File: src/rtl/timer_pkg.sv
// +----------------------------------------------------------------------------+
// | timer_pkg : mode encoding shared by timer_bank and timer_channel            |
// | Revision  : 1.0                                                             |
// +----------------------------------------------------------------------------+
`default_nettype none

package timer_pkg;

  typedef enum logic [1:0] {
    TIMER_ALARM   = 2'd0,
    TIMER_TIMEOUT = 2'd1,
    TIMER_PULSE   = 2'd2,
    TIMER_STROBE  = 2'd3
  } timer_mode_e;

endpackage

`default_nettype wire

File: src/rtl/timer_channel.sv
// +----------------------------------------------------------------------------+
// | timer_channel : one down-counting timer channel (alarm/timeout/pulse/strobe)|
// | Revision      : 1.0                                                         |
// +----------------------------------------------------------------------------+
`default_nettype none

module timer_channel
  import timer_pkg::*;
#(
  parameter int W = 8
) (
  input  logic         clock,
  input  logic         reset,
  input  logic         load,
  input  logic         tick,
  input  logic [W-1:0] value,
  input  timer_mode_e  mode,
  output logic         out,
  output logic         busy
);

  logic [W-1:0] count;
  logic [W-1:0] reload;
  timer_mode_e  mode_r;
  logic         expire;

  // A busy channel always holds count >= 1, so the tick that sees 1 is expiry.
  assign expire = tick && busy && (count == W'(1));

  always_ff @(posedge clock or negedge reset) begin
    if (!reset) begin
      count  <= '0;
      reload <= '0;
      mode_r <= TIMER_ALARM;
      out    <= 1'b0;
      busy   <= 1'b0;
    end else if (load) begin
      count  <= value;
      reload <= value;
      mode_r <= mode;
      busy   <= (value != '0);
      out    <= (value != '0) && (mode == TIMER_PULSE);
    end else begin
      unique case (mode_r)
        TIMER_ALARM:   out <= expire;
        TIMER_TIMEOUT: if (expire) out <= 1'b1;
        TIMER_PULSE:   if (expire) out <= 1'b0;
        TIMER_STROBE:  out <= expire;
      endcase

      if (tick && busy) begin
        if (count == W'(1)) begin
          if (mode_r == TIMER_STROBE) begin
            count <= reload;
          end else begin
            count <= '0;
            busy  <= 1'b0;
          end
        end else begin
          count <= count - W'(1);
        end
      end
    end
  end

endmodule

`default_nettype wire

File: src/rtl/timer_bank.sv
// +----------------------------------------------------------------------------+
// | timer_bank : N-channel timer with shared load port and optional prescaler   |
// |              (prescaler enabled by defining TIMER_PRESCALE_EN)              |
// | Revision   : 1.0                                                            |
// +----------------------------------------------------------------------------+
`default_nettype none

module timer_bank
  import timer_pkg::*;
#(
  parameter  int W        = 8,
  parameter  int N        = 4,
  parameter  int PRESCALE = 1,
  localparam int SEL_W    = (N > 1) ? $clog2(N) : 1
) (
  input  logic             clock,
  input  logic             reset,
  input  logic [W-1:0]     value,
  input  logic [1:0]       mode,
  input  logic [SEL_W-1:0] sel,
  input  logic             put,
  output logic [N-1:0]     out,
  output logic [N-1:0]     busy
);

  logic         tick;
  logic [N-1:0] load;

`ifdef TIMER_PRESCALE_EN
  localparam int             PW     = (PRESCALE > 1) ? $clog2(PRESCALE) : 1;
  localparam logic [PW-1:0]  P_LAST = PW'(PRESCALE - 1);

  logic [PW-1:0] div;

  // Free-running; loads never resynchronise it.
  always_ff @(posedge clock or negedge reset) begin
    if (!reset) begin
      div <= '0;
    end else if (div == P_LAST) begin
      div <= '0;
    end else begin
      div <= div + PW'(1);
    end
  end

  assign tick = (div == P_LAST);
`else
  // Every edge ticks; PRESCALE is always >= 1 so this is constant high.
  assign tick = (PRESCALE >= 1);
`endif

  for (genvar k = 0; k < N; k++) begin : g_ch
    assign load[k] = put && (sel == SEL_W'(k));

    timer_channel #(
      .W (W)
    ) u_ch (
      .clock (clock),
      .reset (reset),
      .load  (load[k]),
      .tick  (tick),
      .value (value),
      .mode  (timer_mode_e'(mode)),
      .out   (out[k]),
      .busy  (busy[k])
    );
  end

endmodule

`default_nettype wire

File: config.mk
export PLATFORM = sky130hd
export DESIGN_NAME = timer_bank
export DESIGN_NICKNAME = d
export VERILOG_FILES = /design/src/rtl/timer_pkg.sv /design/src/rtl/timer_channel.sv /design/src/rtl/timer_bank.sv
export SDC_FILE = /design/constraint.sdc
export NUM_CORES = 1
export LEC_CHECK = 0
export ABC_AREA = 1
export CORE_UTILIZATION = 43
export CTS_BUF_LIST = sky130_fd_sc_hd__clkbuf_4 sky130_fd_sc_hd__clkbuf_8
export DETAILED_ROUTE_END_ITERATION = 16
export GPL_TIMING_DRIVEN = 0
export HOLD_SLACK_MARGIN = 0.06
export PLACE_DENSITY = 0.62
export SYNTH_ARGS = -nofsm -noshare
export SYNTH_HDL_FRONTEND = slang
export SYNTH_SLANG_ARGS = --single-unit
File: constraint.sdc
create_clock -name clock -period 3.9 [get_ports clock]
set_input_delay 0.78 -clock clock [delete_from_list [all_inputs] [get_ports clock]]
set_output_delay 0.78 -clock clock [all_outputs]
set_load 0.05 [all_outputs]
==> flow_summary.yaml, run 1 <==
pwr:
  p_leak_uw: 0.003045
  p_per_area_mw_per_mm2: 648.1
  power_uw: 3678
  max-vdd-ir-drop_mv: 0.3054
synth:
  synth_area_sq_mm: 0.004989
  synth_flop_cell: "dfrtp_1"
  synth-warning-count: 0
  syn_inst: 683
  avgSynthCellArea_sq_um: 7.304
  seq_area_frac_synth: 0.4013
  synth-edff-count: 0
  synth.distinct_cells: 34
  async_flop_share: 1.000
  synth_seq_cells: 80
  syn_nets: 718
sta:
  clock_skew_ns: 0.008509
  min_period_ns: 2.529
  drv_slew: 0
  maxSlewHeadroom: 0.6639
  period_share: 0.6483
  finalSetupTns_ns: 0
  setup_violations: 0
  layout_setup_ws_ns: 1.372
  worst_pin_slew_ns: 0.5025
  rsz0062_at_grt: "false"
  fmax_mhz: 395.5
  hold_violations: 0
detailed_routing:
  drc: 0
  drt_iter0_markers: 211
  ant_nets: 0
  drtPass1Iterations: 6
  totalWireLength_um: 11840
  vias: 4306
  viasPerCell: 4.995
  wl_per_cell_um: 13.74
clocking:
  cts.htree.levels: 3
  cts_tree: "built"
  postCtsHoldBufs: 0
  cts_root_buffer: "clkbuf_8"
  clock-sinks: 80
  cts.repair.resized: 0
  clk_latency_ns: 0.37
  clk_path_buf_depth: 2
  cts_buffers: 9
  postCtsSetupBuffers: 0
  clkSlewWorstSetupHoldPaths_ns: 0.09
layout:
  diodes: 0
  drive_gt1_frac: 0.1094
  instances_no_fill: 862
  nets: 752
  n_fill_cell: 1112
  final_area_sq_mm: 0.005675
  syn2layout_area_growth_pct: 13.77
worst_setup_path:
  arrival_ns: 1.75
  worst-path-stages: 2
  worstSetupPathType: "flip-flop to output port"
  cp.required_ns: 3.12
  critical_path.top_delay_family: "buffers and inverters"
  cp_num_buf_inv: 2
  cp-end-kind: "output port"
  max_stage_delay_ns: 0.79
  reg2reg_depth: 10
  cp_cell_sequence: "buf_4 > clkdlybuf4s50_1"
  cp_slowest_cell: "clkdlybuf4s50_1"
  worstPathMaxFanout: 4
  critPathLaunchType: "flip-flop"
die:
  initial_utilization: 0.4503
  die_area_sq_mm: 0.01204
  core-area_sq_mm: 0.01108
  die_y_um: 109.7
  io-pin-count: 23
  die_w_um: 109.7
  rows: 38
global_route:
  grt.met2_usage: 0.3387
  grt_max_degree: 51
  grt_util_met3: 0.03438
  antenna_found_initial: 0
  grt_pass1_wl_um: 20420
  grt_pass1_vias: 4165
  busiest_layer: "met2"
  grt_use_total: 0.2231
  met1_usage: 0.3223
  grt-ovfl-total: 0
flow_run:
  maxCapViolCount: 0
run_status:
  status: "completed"
placed_design:
  place_area_sq_mm: 0.005409
  dp.cells: 846
  routabilityCongestion: 0.8509
  portBuffers: 22
  pre_cts_slack_ns: 1.389
  place_hpwl_um: 8505
min_path:
  hold_class: "input port to async pin"
## final timing paths
check	from	end	slack [ns]
max	g_ch[2].u_ch.busy$_DFF_PN0_	busy[2]	1.37
min	reset	g_ch[3].u_ch.count[5]$_DFFE_PN0P_	0.34
max reg2reg	g_ch[2].u_ch.count[1]$_DFFE_PN0P_	g_ch[2].u_ch.count[5]$_DFFE_PN0P_	2.17
min reg2reg	g_ch[3].u_ch.reload[1]$_DFFE_PN0P_	g_ch[3].u_ch.reload[1]$_DFFE_PN0P_	0.48
max in group asynchronous	reset	g_ch[0].u_ch.count[7]$_DFFE_PN0P_	2.95
min in group clock	g_ch[3].u_ch.reload[1]$_DFFE_PN0P_	g_ch[3].u_ch.reload[1]$_DFFE_PN0P_	0.48
## state kept, by name, summed over array words and instances, names as in the netlist
name              flops
g_ch.u_ch.reload     32
g_ch.u_ch.busy        4
g_ch.u_ch.mode_r      8
g_ch.u_ch.out         4
g_ch.u_ch.count      32
## through the flow
step / hold slack, ns / util
after floorplan: 0.4391 / -
after global placement: 0.4530 / 0.4860
after detailed placement: 0.4608 / 0.4883
after CTS: 0.3537 / 0.5123
after global routing: 0.3587 / 0.5123
final: 0.3408 / 0.5123
## cell families after synthesis
logic type               count (synthesis)  share of synthesized area
AO/OA/AOI/OAI                           78                    0.09406
XOR/XNOR                                 6                    0.01053
adder cells (fa/ha/maj)                 20                    0.05016
buffers and inverters                  124                     0.1139
flip-flops                              80                     0.4013
AND/OR/NAND/NOR                        375                     0.3301
## layout make-up
type / count / area [sq um] / area share
Multi-Input combinational cell: 479 / 2419 / 0.4261
Sequential cell: 80 / 2002 / 0.3527
Inverter: 104 / 395.4 / 0.06966
Timing Repair Buffer: 23 / 245.2 / 0.04321
Tap cell: 140 / 175.2 / 0.03086
Buffer: 20 / 172.7 / 0.03042
Clock inverter: 7 / 142.6 / 0.02513
Clock buffer: 9 / 123.9 / 0.02183
## metal layers
layer	share of wire	up-vias	wire length, um
li1	-	2200	-
met1	0.51	2022	6013
met2	0.45	67	5273
met3	0.030	17	355
met4	0.017	0	200
met5	0	-	0
## placed cells by master (no fill, tap or decap), types with 6 or more instances in the layout
master	count
o21ai_1	19
buf_4	11
nand2_1	220
clkdlybuf4s50_1	21
nand2_2	9
inv_1	99
buf_6	6
o22ai_1	7
o21ai_2	7
nand3b_1	6
clkbuf_8	9
nand3_1	59
a21oi_1	8
ha_1	20
nor2_1	58
xor2_1	6
dfrtp_1	80
o21ai_0	30
## power breakdown
part           leakage (uW)  total (uW)  switching [uW]  internal, uW
Sequential         0.000976        1300             217          1080
Clock              0.000134         827             335           492
Combinational       0.00194        1550             952           598
Total               0.00304        3680            1500          2170
## cell usage after synthesis (2+ instances only)
cell,number,area share
o2111ai_1,2,0.0035
dfrtp_1,80,0.40
nand2_4,4,0.0090
nand2_1,220,0.17
nand3b_1,6,0.0090
o21ai_0,30,0.030
buf_6,6,0.014
xor2_1,6,0.011
nand2_2,9,0.011
nand4_1,5,0.0063
nor2_4,4,0.0090
buf_2,3,0.0030
o21ai_2,7,0.012
inv_2,4,0.0030
inv_1,99,0.074
nor2_2,5,0.0063
buf_4,10,0.015
ha_1,20,0.050
o22ai_1,7,0.0088
nand3_1,59,0.059
nor3_2,2,0.0040
o21ai_1,19,0.019
nor2_1,58,0.044
a21oi_1,8,0.0080
(Power assumes the default switching activity.)
==> run 2: changes to the inputs <==
Settings changed: PLACE_DENSITY 0.62 to 0.64.
Clock period 3.9 ns to 2.17 ns, I/O delays scaled along.
==> run 2 against run 1 <==
Power increased by 70%. Worst setup slack lost 1.3 ns. Sequential cell count did not move. Sequential power is 79% higher. Die area did not move. Cell area fell by 0.90%. Clock power grew 38%. Largest cell class unchanged. First-iteration DRC count grew 29%.
==> flow_summary.yaml, run 2 (same netlist as run 1, synthesis figures left out) <==
run_status:
  status: "completed"
detailed_routing:
  viasPerCell: 4.956
  totalWireLength_um: 11570
  vias: 4277
  drt_iter0_markers: 273
  ant_nets: 0
  wl_per_cell_um: 13.41
  drc: 0
  drtPass1Iterations: 4
pwr:
  p_leak_uw: 0.003038
  p_per_area_mw_per_mm2: 1111
  max-vdd-ir-drop_mv: 0.5006
sta:
  hold_violations: 0
  worst_pin_slew_ns: 0.4968
  maxSlewHeadroom: 0.6683
  setup_violations: 0
  layout_setup_ws_ns: 0.06367
  fmax_mhz: 474.8
  rsz0062_at_grt: "false"
  period_share: 0.9707
  clock_skew_ns: 0.01690
  min_period_ns: 2.106
  drv_slew: 0
  timing.hold.ws_ns: 0.4769
die:
  die_w_um: 109.7
  initial_utilization: 0.4503
  io-pin-count: 23
  core-area_sq_mm: 0.01108
  die_y_um: 109.7
  die_area_sq_mm: 0.01204
  rows: 38
min_path:
  hold_class: "flip-flop to flip-flop"
global_route:
  grt_pass1_vias: 4149
  grt_pass1_wl_um: 19920
  grt-ovfl-total: 0
  grt_max_degree: 46
  grt_use_total: 0.2180
  antenna_found_initial: 0
clocking:
  cts.htree.levels: 3
  cts_root_buffer: "clkbuf_8"
  cts_buffers: 9
  cts_tree: "built"
  clk_path_buf_depth: 2
  clk_latency_ns: 0.37
  clock-sinks: 80
  clkSlewWorstSetupHoldPaths_ns: 0.08
layout:
  fin_util: 0.5077
  drive_gt1_frac: 0.1093
  nets: 753
  top_regs: "g_ch.u_ch.count: 32 flops, g_ch.u_ch.reload: 32 flops, g_ch.u_ch.mode_r: 8 flops"
  layout_common_cells: "220 x nand2_1, 99 x inv_1, 80 x dfrtp_1"
  n_fill_cell: 1087
  layout_commonest_cell: "nand2_1"
  syn2layout_area_growth_pct: 12.74
  diodes: 0
  instances_no_fill: 863
placed_design:
  dp.cells: 846
  routabilityCongestion: 0.8419
  place_hpwl_um: 8463
  portBuffers: 22
  pre_cts_slack_ns: 0.05398
worst_setup_path:
  worstPathMaxFanout: 5
  cp-end-kind: "output port"
  cp.required_ns: 1.74
  worstSetupPathType: "flip-flop to output port"
  critPathLaunchType: "flip-flop"
  arrival_ns: 1.67
flow_run:
  maxCapViolCount: 0
## run 2: cell types whose count changed in the layout (fill, tap and decap cells not counted), sizes merged
cell and delta:
bufinv -3, clkbuf +2, clkdlybuf4s50 -3, clkinv +1, clkinvlp +1, dlygate4sd2 +1
dlygate4sd3 +1, dlymetal6s2s +2, inv -1
## run 2: per-layer routing
layer	global-route usage	up-vias	routed length, um	part of all wire
met5	0	-	0	0
met4	0.06000	0	98	0.0085
met3	0.04209	8	450	0.039
met2	0.3459	74	5335	0.46
met1	0.3037	1989	5685	0.49
li1	-	2206	-	-
## run 2: layout make-up
| type | count | area (sq um) | share of cell area |
|---|---|---|---|
| Buffer | 20 | 172.7 | 0.03070 |
| Clock buffer | 11 | 145.1 | 0.02581 |
| Tap cell | 140 | 175.2 | 0.03115 |
| Multi-Input combinational cell | 479 | 2419 | 0.4300 |
| Inverter | 104 | 395.4 | 0.07030 |
| Timing Repair Buffer | 24 | 259.0 | 0.04605 |
| Sequential cell | 80 | 2002 | 0.3560 |
| Clock inverter | 5 | 56.30 | 0.01001 |
## run 2: worst max-delay path: stages (launching register included)
cell and delay [ns]:
dfrtp_1 0.41, buf_4 0.12, clkdlybuf4s50_1 0.78
## run 2: path summary, 6_finish.rpt
check                      slack, ns                            endpoint                                from  depth (start not counted)
setup / recovery                0.06                             busy[0]         g_ch[0].u_ch.busy$_DFF_PN0_                          2
hold / removal                  0.48  g_ch[3].u_ch.reload[0]$_DFFE_PN0P_  g_ch[3].u_ch.reload[0]$_DFFE_PN0P_                          2
setup reg to reg                0.50   g_ch[2].u_ch.count[7]$_DFFE_PN0P_   g_ch[2].u_ch.count[1]$_DFFE_PN0P_                         10
hold reg to reg                 0.48  g_ch[3].u_ch.reload[0]$_DFFE_PN0P_  g_ch[3].u_ch.reload[0]$_DFFE_PN0P_                          2
max in group asynchronous       1.00   g_ch[1].u_ch.count[4]$_DFFE_PN0P_                               reset                          3
min in group asynchronous       0.58  g_ch[3].u_ch.reload[7]$_DFFE_PN0P_                               reset                          2
## run 2: what timing repair did
action                     in CTS  in global routing
hold buffers                    1                  0
hold endpoints to repair       35                  0
resized for setup               1                  2
setup buffers                   0                  0
pin swaps                       0                  0
setup endpoints to repair       1                  2
## run 2: power by group
part / total [uW] / internal [uW] / switching [uW] / leakage (uW)
combinational: 2770 / 1070 / 1700 / 0.00196
sequential: 2330 / 1950 / 387 / 0.000976
clock: 1140 / 574 / 569 / 0.000103
## run 2: metrics by stage
step,area (sq um),power [uW],setup TNS [ns]
4_1_cts,5619,6291,0
3_5_place_dp,5409,5123,0
5_1_grt,5624,6851,0
6_report,5624,6250,0
2_1_floorplan,4989,4462,0
3_3_place_gp,5384,5035,-184.13
